`config.mk`:
```
export PLATFORM = sky130hd
export DESIGN_NAME = mem_instr_sequencer_flat
export DESIGN_NICKNAME = d
export VERILOG_FILES = /design/src/rtl/cpu_ctrl_pkg.sv /design/src/rtl/mem_instr_sequencer_if.sv /design/src/rtl/mem_wait_counter.sv /design/src/rtl/mem_instr_sequencer.sv /design/src/flat_wrapper.sv
export SDC_FILE = /design/constraint.sdc
export NUM_CORES = 1
export LEC_CHECK = 0
export ABC_AREA = 1
export CORE_ASPECT_RATIO = 0.8
export CORE_UTILIZATION = 51
export CTS_BUF_LIST = sky130_fd_sc_hd__clkbuf_4
export CTS_CLUSTER_DIAMETER = 30
export DETAILED_ROUTE_END_ITERATION = 16
export GPL_TIMING_DRIVEN = 0
export PLACE_DENSITY = 0.95
export SLEW_MARGIN = 40
export SYNTH_ARGS = -nofsm -noshare
export SYNTH_HDL_FRONTEND = slang
export SYNTH_SLANG_ARGS = --single-unit
```
`constraint.sdc`:
```
create_clock -name clk -period 2.8 [get_ports clk]
set_input_delay 0.56 -clock clk [delete_from_list [all_inputs] [get_ports clk]]
set_output_delay 0.56 -clock clk [all_outputs]
set_load 0.01 [all_outputs]
```
`src/rtl/cpu_ctrl_pkg.sv`:
```
// Shared types for the single-bus CPU control sequencer: state codes
// (matching the step output), default opcode encodings, and the bundle
// of datapath strobes.
package cpu_ctrl_pkg;

  typedef enum logic [3:0] {
    IDLE = 4'd0,
    T0   = 4'd1,
    T1   = 4'd2,
    T2   = 4'd3,
    T3   = 4'd4,
    T4   = 4'd5,
    T5   = 4'd6,
    T6   = 4'd7,
    T7   = 4'd8
  } state_e;

  localparam logic [4:0] OP_LD  = 5'b00000;
  localparam logic [4:0] OP_LDI = 5'b00001;
  localparam logic [4:0] OP_ST  = 5'b00010;

  typedef struct packed {
    logic pc_out;
    logic mar_in;
    logic inc_pc;
    logic z_high_in;
    logic z_low_in;
    logic z_low_out;
    logic pc_in;
    logic read;
    logic mdr_in;
    logic mdr_out;
    logic ir_in;
    logic gra;
    logic grb;
    logic ba_out;
    logic y_in;
    logic c_out;
    logic r_in;
    logic r_out;
    logic ram_write_en;
  } ctrl_t;

endpackage

```
`src/rtl/mem_instr_sequencer_if.sv`:
```
// Sequencer <-> decode/datapath bundle.
// master: sequencer side (takes run/stall/opcode, drives strobes and status).
// slave:  decode/datapath side.
interface mem_instr_sequencer_if #(
  parameter int OPC_W = 5
);
  logic             run;
  logic             stall;
  logic [OPC_W-1:0] opcode;
  logic PCout, MARin, IncPC, ZHighIn, ZLowIn, ZLowout, PCin, Read, MDRin;
  logic MDRout, IRin, Gra, Grb, BAout, Yin, Cout, R_in, Rout, RAM_write_en;
  logic [3:0]       step;
  logic             busy;
  logic             instr_done;
  logic             illegal_op;

  modport master (
    input  run, stall, opcode,
    output PCout, MARin, IncPC, ZHighIn, ZLowIn, ZLowout, PCin, Read, MDRin,
           MDRout, IRin, Gra, Grb, BAout, Yin, Cout, R_in, Rout, RAM_write_en,
           step, busy, instr_done, illegal_op
  );

  modport slave (
    output run, stall, opcode,
    input  PCout, MARin, IncPC, ZHighIn, ZLowIn, ZLowout, PCin, Read, MDRin,
           MDRout, IRin, Gra, Grb, BAout, Yin, Cout, R_in, Rout, RAM_write_en,
           step, busy, instr_done, illegal_op
  );
endinterface

```
`src/rtl/mem_wait_counter.sv`:
```
// Memory wait-state counter. load clears to 0, inc advances by one,
// done flags that the final cycle of an access has been reached.
// Ports: clk, clr (sync reset), load, inc, done.
module mem_wait_counter #(
  parameter int WAIT_W   = 4,
  parameter int MEM_WAIT = 0
) (
  input  logic clk,
  input  logic clr,
  input  logic load,
  input  logic inc,
  output logic done
);

  logic [WAIT_W-1:0] cnt_q, cnt_d;

  always_comb begin
    cnt_d = cnt_q;
    if (load)     cnt_d = '0;
    else if (inc) cnt_d = cnt_q + 1'b1;
  end

  always_ff @(posedge clk) begin
    if (clr) cnt_q <= '0;
    else     cnt_q <= cnt_d;
  end

  assign done = (cnt_q == WAIT_W'(MEM_WAIT));

endmodule

```
`src/rtl/mem_instr_sequencer.sv`:
```
// Hardwired T-step control generator for fetch + ld/ldi/st.
// Ports: clk, clr (sync active-high reset), bus (master modport: run,
// stall, opcode in; datapath strobes, step, busy, instr_done, illegal_op out).
module mem_instr_sequencer #(
  parameter int               OPC_W    = 5,
  parameter logic [OPC_W-1:0] OP_LD    = OPC_W'(cpu_ctrl_pkg::OP_LD),
  parameter logic [OPC_W-1:0] OP_LDI   = OPC_W'(cpu_ctrl_pkg::OP_LDI),
  parameter logic [OPC_W-1:0] OP_ST    = OPC_W'(cpu_ctrl_pkg::OP_ST),
  parameter int               MEM_WAIT = 0,
  parameter int               WAIT_W   = 4
) (
  input  logic                 clk,
  input  logic                 clr,
  mem_instr_sequencer_if.master bus
);
  import cpu_ctrl_pkg::*;

  state_e           state_q, state_d, fin_state;
  logic [OPC_W-1:0] opc_q, opc_d;
  logic             cnt_done, cnt_load, cnt_inc;
  logic             op_legal, is_ld, is_ldi;
  logic             done_c, illegal_c;
  ctrl_t            ctrl;

  assign op_legal  = (bus.opcode == OP_LD) || (bus.opcode == OP_LDI) || (bus.opcode == OP_ST);
  assign is_ld     = (opc_q == OP_LD);
  assign is_ldi    = (opc_q == OP_LDI);
  assign fin_state = bus.run ? T0 : IDLE;

  // Every state change restarts the count, so each wait state is entered at 0.
  assign cnt_load = (state_d != state_q);
  assign cnt_inc  = !bus.stall && (state_q == T1 || state_q == T6 || state_q == T7);

  mem_wait_counter #(
    .WAIT_W  (WAIT_W),
    .MEM_WAIT(MEM_WAIT)
  ) u_wait (
    .clk (clk),
    .clr (clr),
    .load(cnt_load),
    .inc (cnt_inc),
    .done(cnt_done)
  );

  always_comb begin
    state_d = state_q;
    opc_d   = opc_q;
    if (!bus.stall) begin
      unique case (state_q)
        IDLE: if (bus.run) state_d = T0;
        T0:   state_d = T1;
        T1:   if (cnt_done) state_d = T2;
        T2:   state_d = T3;
        T3: begin
          opc_d   = bus.opcode;
          state_d = op_legal ? T4 : fin_state;
        end
        T4:   state_d = T5;
        T5:   state_d = is_ldi ? fin_state : T6;
        T6:   if (!is_ld || cnt_done) state_d = T7;
        T7:   if (is_ld || cnt_done) state_d = fin_state;
        default: state_d = IDLE;
      endcase
    end
  end

  always_ff @(posedge clk) begin
    if (clr) begin
      state_q <= IDLE;
      opc_q   <= '0;
    end else begin
      state_q <= state_d;
      opc_q   <= opc_d;
    end
  end

  always_comb begin
    ctrl      = '0;
    done_c    = 1'b0;
    illegal_c = 1'b0;
    unique case (state_q)
      T0: begin
        ctrl.pc_out = 1'b1; ctrl.mar_in = 1'b1; ctrl.inc_pc = 1'b1;
        ctrl.z_high_in = 1'b1; ctrl.z_low_in = 1'b1;
      end
      T1: begin
        ctrl.read = 1'b1;
        if (cnt_done) begin
          ctrl.mdr_in = 1'b1; ctrl.z_low_out = 1'b1; ctrl.pc_in = 1'b1;
        end
      end
      T2: begin
        ctrl.mdr_out = 1'b1; ctrl.ir_in = 1'b1;
      end
      T3: begin
        if (op_legal) begin
          ctrl.grb = 1'b1; ctrl.ba_out = 1'b1; ctrl.y_in = 1'b1;
        end else begin
          illegal_c = 1'b1;
        end
      end
      T4: begin
        ctrl.c_out = 1'b1; ctrl.z_high_in = 1'b1; ctrl.z_low_in = 1'b1;
      end
      T5: begin
        ctrl.z_low_out = 1'b1;
        if (is_ldi) begin
          ctrl.gra = 1'b1; ctrl.r_in = 1'b1; done_c = 1'b1;
        end else begin
          ctrl.mar_in = 1'b1;
        end
      end
      T6: begin
        if (is_ld) begin
          ctrl.read   = 1'b1;
          ctrl.mdr_in = cnt_done;
        end else begin
          ctrl.gra = 1'b1; ctrl.r_out = 1'b1; ctrl.mdr_in = 1'b1;
        end
      end
      T7: begin
        if (is_ld) begin
          ctrl.mdr_out = 1'b1; ctrl.gra = 1'b1; ctrl.r_in = 1'b1; done_c = 1'b1;
        end else begin
          ctrl.ram_write_en = 1'b1;
          done_c            = cnt_done;
        end
      end
      default: ;
    endcase
    if (bus.stall || state_q == IDLE) begin
      ctrl      = '0;
      done_c    = 1'b0;
      illegal_c = 1'b0;
    end
  end

  assign bus.PCout        = ctrl.pc_out;
  assign bus.MARin        = ctrl.mar_in;
  assign bus.IncPC        = ctrl.inc_pc;
  assign bus.ZHighIn      = ctrl.z_high_in;
  assign bus.ZLowIn       = ctrl.z_low_in;
  assign bus.ZLowout      = ctrl.z_low_out;
  assign bus.PCin         = ctrl.pc_in;
  assign bus.Read         = ctrl.read;
  assign bus.MDRin        = ctrl.mdr_in;
  assign bus.MDRout       = ctrl.mdr_out;
  assign bus.IRin         = ctrl.ir_in;
  assign bus.Gra          = ctrl.gra;
  assign bus.Grb          = ctrl.grb;
  assign bus.BAout        = ctrl.ba_out;
  assign bus.Yin          = ctrl.y_in;
  assign bus.Cout         = ctrl.c_out;
  assign bus.R_in         = ctrl.r_in;
  assign bus.Rout         = ctrl.r_out;
  assign bus.RAM_write_en = ctrl.ram_write_en;
  assign bus.step         = state_q;
  assign bus.busy         = (state_q != IDLE);
  assign bus.instr_done   = done_c;
  assign bus.illegal_op   = illegal_c;

endmodule

```
`src/flat_wrapper.sv`:
```
// flat-port wrapper written by rule: the top's interface ports become plain ports
module mem_instr_sequencer_flat import cpu_ctrl_pkg::*;
#(
  parameter int               OPC_W    = 5,
  parameter logic [OPC_W-1:0] OP_LD    = OPC_W'(cpu_ctrl_pkg::OP_LD),
  parameter logic [OPC_W-1:0] OP_LDI   = OPC_W'(cpu_ctrl_pkg::OP_LDI),
  parameter logic [OPC_W-1:0] OP_ST    = OPC_W'(cpu_ctrl_pkg::OP_ST),
  parameter int               MEM_WAIT = 0,
  parameter int               WAIT_W   = 4
)
  (clk, clr, bus_run, bus_stall, bus_opcode, bus_PCout, bus_MARin, bus_IncPC, bus_ZHighIn, bus_ZLowIn, bus_ZLowout, bus_PCin, bus_Read, bus_MDRin, bus_MDRout, bus_IRin, bus_Gra, bus_Grb, bus_BAout, bus_Yin, bus_Cout, bus_R_in, bus_Rout, bus_RAM_write_en, bus_step, bus_busy, bus_instr_done, bus_illegal_op);
  mem_instr_sequencer_if #(.OPC_W(OPC_W)) bus_i ();
  input  logic clk;
  input  logic clr;
  input wire logic [$bits(bus_i.run)-1:0] bus_run;
  input wire logic [$bits(bus_i.stall)-1:0] bus_stall;
  input wire logic [$bits(bus_i.opcode)-1:0] bus_opcode;
  output wire logic [$bits(bus_i.PCout)-1:0] bus_PCout;
  output wire logic [$bits(bus_i.MARin)-1:0] bus_MARin;
  output wire logic [$bits(bus_i.IncPC)-1:0] bus_IncPC;
  output wire logic [$bits(bus_i.ZHighIn)-1:0] bus_ZHighIn;
  output wire logic [$bits(bus_i.ZLowIn)-1:0] bus_ZLowIn;
  output wire logic [$bits(bus_i.ZLowout)-1:0] bus_ZLowout;
  output wire logic [$bits(bus_i.PCin)-1:0] bus_PCin;
  output wire logic [$bits(bus_i.Read)-1:0] bus_Read;
  output wire logic [$bits(bus_i.MDRin)-1:0] bus_MDRin;
  output wire logic [$bits(bus_i.MDRout)-1:0] bus_MDRout;
  output wire logic [$bits(bus_i.IRin)-1:0] bus_IRin;
  output wire logic [$bits(bus_i.Gra)-1:0] bus_Gra;
  output wire logic [$bits(bus_i.Grb)-1:0] bus_Grb;
  output wire logic [$bits(bus_i.BAout)-1:0] bus_BAout;
  output wire logic [$bits(bus_i.Yin)-1:0] bus_Yin;
  output wire logic [$bits(bus_i.Cout)-1:0] bus_Cout;
  output wire logic [$bits(bus_i.R_in)-1:0] bus_R_in;
  output wire logic [$bits(bus_i.Rout)-1:0] bus_Rout;
  output wire logic [$bits(bus_i.RAM_write_en)-1:0] bus_RAM_write_en;
  output wire logic [$bits(bus_i.step)-1:0] bus_step;
  output wire logic [$bits(bus_i.busy)-1:0] bus_busy;
  output wire logic [$bits(bus_i.instr_done)-1:0] bus_instr_done;
  output wire logic [$bits(bus_i.illegal_op)-1:0] bus_illegal_op;
  assign bus_i.run = bus_run;
  assign bus_i.stall = bus_stall;
  assign bus_i.opcode = bus_opcode;
  assign bus_PCout = bus_i.PCout;
  assign bus_MARin = bus_i.MARin;
  assign bus_IncPC = bus_i.IncPC;
  assign bus_ZHighIn = bus_i.ZHighIn;
  assign bus_ZLowIn = bus_i.ZLowIn;
  assign bus_ZLowout = bus_i.ZLowout;
  assign bus_PCin = bus_i.PCin;
  assign bus_Read = bus_i.Read;
  assign bus_MDRin = bus_i.MDRin;
  assign bus_MDRout = bus_i.MDRout;
  assign bus_IRin = bus_i.IRin;
  assign bus_Gra = bus_i.Gra;
  assign bus_Grb = bus_i.Grb;
  assign bus_BAout = bus_i.BAout;
  assign bus_Yin = bus_i.Yin;
  assign bus_Cout = bus_i.Cout;
  assign bus_R_in = bus_i.R_in;
  assign bus_Rout = bus_i.Rout;
  assign bus_RAM_write_en = bus_i.RAM_write_en;
  assign bus_step = bus_i.step;
  assign bus_busy = bus_i.busy;
  assign bus_instr_done = bus_i.instr_done;
  assign bus_illegal_op = bus_i.illegal_op;
  mem_instr_sequencer #(.OPC_W(OPC_W), .OP_LD(OP_LD), .OP_LDI(OP_LDI), .OP_ST(OP_ST), .MEM_WAIT(MEM_WAIT), .WAIT_W(WAIT_W)) u_core (.clk(clk), .clr(clr), .bus(bus_i));
endmodule
```
Word-level counts from Yosys, hierarchy flattened
Index checks and enable logic that the tools add are counted. Widths: inputs -> output; s select.

Register bits after elaboration: 13. Input port bits: 9. Output and inout bits: 26. Logic and storage cells: 73.

$add $sub $neg: 1. Equality and inequality tests: 12. Mux-type cells: 38. Bitwise logic cells: 1. Reduce and logical (&&, ||, !) cells: 18.

Operator list (count): $pmux 4 s9 (1); $mux 4 (7); $mux 19 (1); $mux 1 (18); $eq 4x3->1 const B (4); $eq 5x1->1 const B (2); $logic_not 5->1 (2); $pmux 1 s2 (5); $eq 4x2->1 const B (2); $logic_not 4->1 (2); $logic_or 1x1->1 (7); $mux 3 (2); $eq 5x2->1 const B (1); $add 4x1->4 const B (1); $eq 4x1->1 const B (1); $eq 4x4->1 const B (1); $mux 2 (2); $ne 4x4->1 (1); $pmux 2 s2 (1); $reduce_bool 4->1 (1); $reduce_or 2->1 (2); $pmux 1 s3 (1); $logic_not 1->1 (2); $reduce_and 2->1 (1); 2 further kinds (2).

Depth between registers and ports, before layout
Depth after elaboration: 8. Mapped depth: 12. Mapped depth without buffers: 12.

Hierarchy
From an unflattened synthesis, not the netlist that was laid out.

Cells, all modules: 167. Area total of the unflattened synthesis: 1046.0 sq um.

By module, submodules not included: mem_instr_sequencer (times used 1, cells an instance 141, area an instance 852.1 sq um, sequential area each 180.2 sq um); mem_wait_counter (times used 1, cells an instance 26, area an instance 193.9 sq um, sequential area each 80.1 sq um).

Worst setup path before layout
OpenSTA, ideal clock, no wires.

Path type: input-to-output. From: input port bus_stall. To: output port bus_Grb. Arrival: 1.683 ns. Required time: 2.240 ns. Setup slack: 0.557 ns. Cell stages on the path: 6. Buffers on the path: 3. Path through: buf_2 inv_1 buf_2 nand2_1 nor2_1 buf_4.

Cells in the longest elaborated chain, start to end: 2.

Ends and longest elaborated chain: start: declaration (line flat_wrapper.sv:16) `input wire logic [$bits(bus_i.stall)-1:0] bus_stall;`; $logic_or 1x1->1 (line mem_instr_sequencer.sv:131) `if (bus.stall || state_q == IDLE) begin`; $mux 19 (line mem_instr_sequencer.sv:131); end: declaration (line flat_wrapper.sv:30) `output wire logic [$bits(bus_i.Grb)-1:0] bus_Grb;`.

Every way passes these cells.

Final worst setup path
Ends and elaborated chain as after synthesis.

==> impl_metrics.csv <==
group,metric,value,unit
global_route,grt_max_degree,11,
finish,multiInputGateArea,673.1,um2
finish,drive_above_1_share,20.75,%
finish,fillers,141,
critical_path,rrSetupSlack,1.07,ns
flow_run,max_cap_violations,0,
critical_path,path_class,"in -> out",
pwr,p_leak,0.6462,nW
finish,fin_util,76.00,%
sta,setup_violations,0,
pwr,vdd_drop_max,0.2163,mV
critical_path,crit_chain,"buf_2 -> inv_1 -> clkbuf_4 -> nand2_2 -> nor2_2 -> buf_4 -> clkdlybuf4s50_1",
cts,htreeDepth,1,
pwr,intPower,0.2987,mW
critical_path,r2r-start,"u_core.u_wait.cnt_q[0]$_SDFFE_PP0P_",
critical_path,cpMaxStageDelayCell,"clkdlybuf4s50_1",
critical_path,cp.required,2.24,ns
die,fp.dieArea,2317,um2
cts,hold_buffers,0,
synthesis,synth_fp_nets,187,
global_route,grtUsageMet1,38.18,%
global_route,use_met3,6.452,%
die,core,1944,um2
drt,drc_errors,0,
synthesis,async_reset_ff_share,0,%
hold_path,hold_depth,2,
drt,drt_iter0_drc,78,
placement,post-place-ws,-0.05028,ns
critical_path,critPathLaunchType,"primary input",
cts,cts_made_buffers,3,
critical_path,path_depth,7,
placement,dpl_cell_area,1435,um2
drt,wl_per_cell,13.58,um
cts,cts_tree,"done",
pwr,power_frac_comb,24.8,%
sta,worstMarginPinSlew,0.4674,ns
drt,vias,1301,
placement,place_congestion,0.9585,
sta,finalHoldViolCount,0,
global_route,met2_usage,50.25,%
global_route,grt_antenna_before_repair,0,
global_route,grt_overflow_total,0,
pwr,p_per_area,293.8,nW/um2
pwr,p_sw,0.1355,mW
hold_path,min_path_type,"reg -> reg",
sta,min_period,2.731,ns
global_route,grt-busiest-layer,"met2",
global_route,grt_pass1_wl,5133,um
die,initial_core_util,55.79,%
sta,finClkSkew,0.0004520,ns
drt,wl,3204,um
finish,fin_nets,224,
placement,dp_hpwl,2384,um
sta,worst_slack,0.06889,ns
hold_path,hp-start,"u_core.opc_q[3]$_SDFFE_PP0P_",
critical_path,path_buf_inv,5,
sta,fmax,366.2,MHz
synthesis,yosysMostFrequentCell,"nand2_1",
synthesis,synth_edf_count,0,
pwr,p_seq_share,44.9,%
critical_path,slowest_delay,0.53,ns
die,die_w,53.57,um
pwr,switching_share,31.20,%
drt,via_per_inst,5.513,
critical_path,worst-path-max-fanout,10,
cts,cts_root_buffer,"clkbuf_4",
global_route,grt_usage,31.33,%
die,pin_count,35,
drt,ant_nets,0,
cts,path_clk_slew,0.08,ns
sta,fin_crit_sh,97.54,%
synthesis,netlist.area_leader.share,23.99,%
synthesis,syn_avg_cell_area,6.164,um2
finish,syn_to_final_growth,36.22,%
synthesis,synth.distinct_cells,27,
finish,seq_area,265.3,um2
global_route,grt_pass1_vias,1204,
synthesis,ys_ff_latch,13,
cts,clkLatencyLatePin,0.29,ns
synthesis,synth_warnings,0,
critical_path,cp-startpoint,"bus_stall",
die,rows,14,
drt,first_pass_iters,4,
finish,diodes,0,
sta,slew_headroom,68.84,%
pwr,power,0.4342,mW
cts,cts.sinks,13,
critical_path,worstSetupEndpointType,"output port",
synthesis,netlist_top_cells_area,"dfxtp_1, nand2_1, nor2_1",
finish,fin_area,1478,um2
cts,cts_buffer_depth,2,
synthesis,synth_cells,176,
hold_path,min_to,"u_core.opc_q[3]$_SDFFE_PP0P_",
critical_path,critPathTopFamily,"buffers and inverters",
synthesis,ys_seq_area_share,23.99,%
critical_path,arrival,2.17,ns
die,die_y,43.25,um
sta,drv_slew,0,
critical_path,r2r_end,"u_core.u_wait.cnt_q[1]$_SDFFE_PP0P_",
pwr,clockPowerShare,30.3,%
synthesis,yosysTopAreaCell,"dfxtp_1",
synthesis,synth-main-ff-cell,"dfxtp_1",
run_status,status,"completed",
synthesis,synthTopCellsByCount,"nand2_1, nor2_1, inv_1",
placement,port_buffers,32,
critical_path,reg2reg_depth,11,
synthesis,syn-cell-area,1085,um2
placed cells by master, fill, tap and decap left out, types with 2 or more instances in the layout:
cell and n:
nand2_4 2, nor3_1 7, a21oi_1 11, clkbuf_4 5
dfxtp_1 9, nand4_1 2, nor2_2 7, nand3_1 17
nand2_2 6, nand2_1 31, dfxtp_2 4, a211oi_1 2
nor2_1 22, clkdlybuf4s50_1 32, nor2_4 4, nand3_2 3
buf_4 4, inv_2 8, inv_1 22, ha_1 2
o21ai_0 3
layout make-up:
cell class                      count  share of cell area, %
Sequential cell                    13                  17.95
Buffer                              7                  3.133
Clock buffer                        4                  2.032
Tap cell                           24                  2.032
Timing Repair Buffer               32                  21.68
Multi-Input combinational cell    126                  45.55
Inverter                           30                  7.621
worst min-delay path, cell delays in order (launching register included):
cell	delay, ns
dfxtp_1	0.32
nand2_1	0.06
a21oi_1	0.05
cell families after synthesis:
logic type | synth area share, %
simple gates | 47.87
compound gates | 9.804
buf+inv | 14.42
fa+ha+maj | 2.306
xor+xnor | 1.615
flops | 23.99
power by group through the flow:
stage / clock, mW / sequential (mW) / combinational, mW
finish: 0.132 / 0.195 / 0.108
CTS: 0.130 / 0.194 / 0.105
global route: 0.139 / 0.195 / 0.116
detailed placement: 0 / 0.198 / 0.104
global placement: 0 / 0.198 / 0.0997
floorplan: 0 / 0.198 / 0.0637
registers in the layout, indices dropped and copies added (netlist names):
register,flops
u_core.bus.step,4
u_core.u_wait.cnt_q,4
u_core.opc_q,5
stage by stage:
stage / setup TNS, ns / hold slack [ns] / std cells
4_1_cts: 0 / 0.4735 / 236
5_1_grt: -0.03901 / 0.5059 / 236
3_5_place_dp: -0.07902 / 0.4626 / 232
6_report: 0 / 0.4710 / 236
3_3_place_gp: 0 / 0.4494 / 232
2_1_floorplan: 0 / 0.4409 / 176
metal layers:
metal / part of all wire, % / vias up
met1: 40 / 560
li1: - / 630
met4: 3.2 / 0
met5: 0 / -
met2: 45 / 95
met3: 12 / 16
repair_timing:
item	4_1_cts	5_1_grt
pin swaps	0	0
buffers inserted	0	0
setup endpoints to repair	3	3
resized for setup	2	5
how the worst max path moves through the flow:
stage              end  slack [ns]
3_5_place_dp   bus_Grb       -0.05
2_1_floorplan  bus_Grb        0.56
4_1_cts        bus_Grb        0.04
3_3_place_gp   bus_Grb        0.03
5_1_grt        bus_Grb       -0.02
6_report       bus_Grb        0.07
No activity file was read; power rests on OpenSTA's default activity.
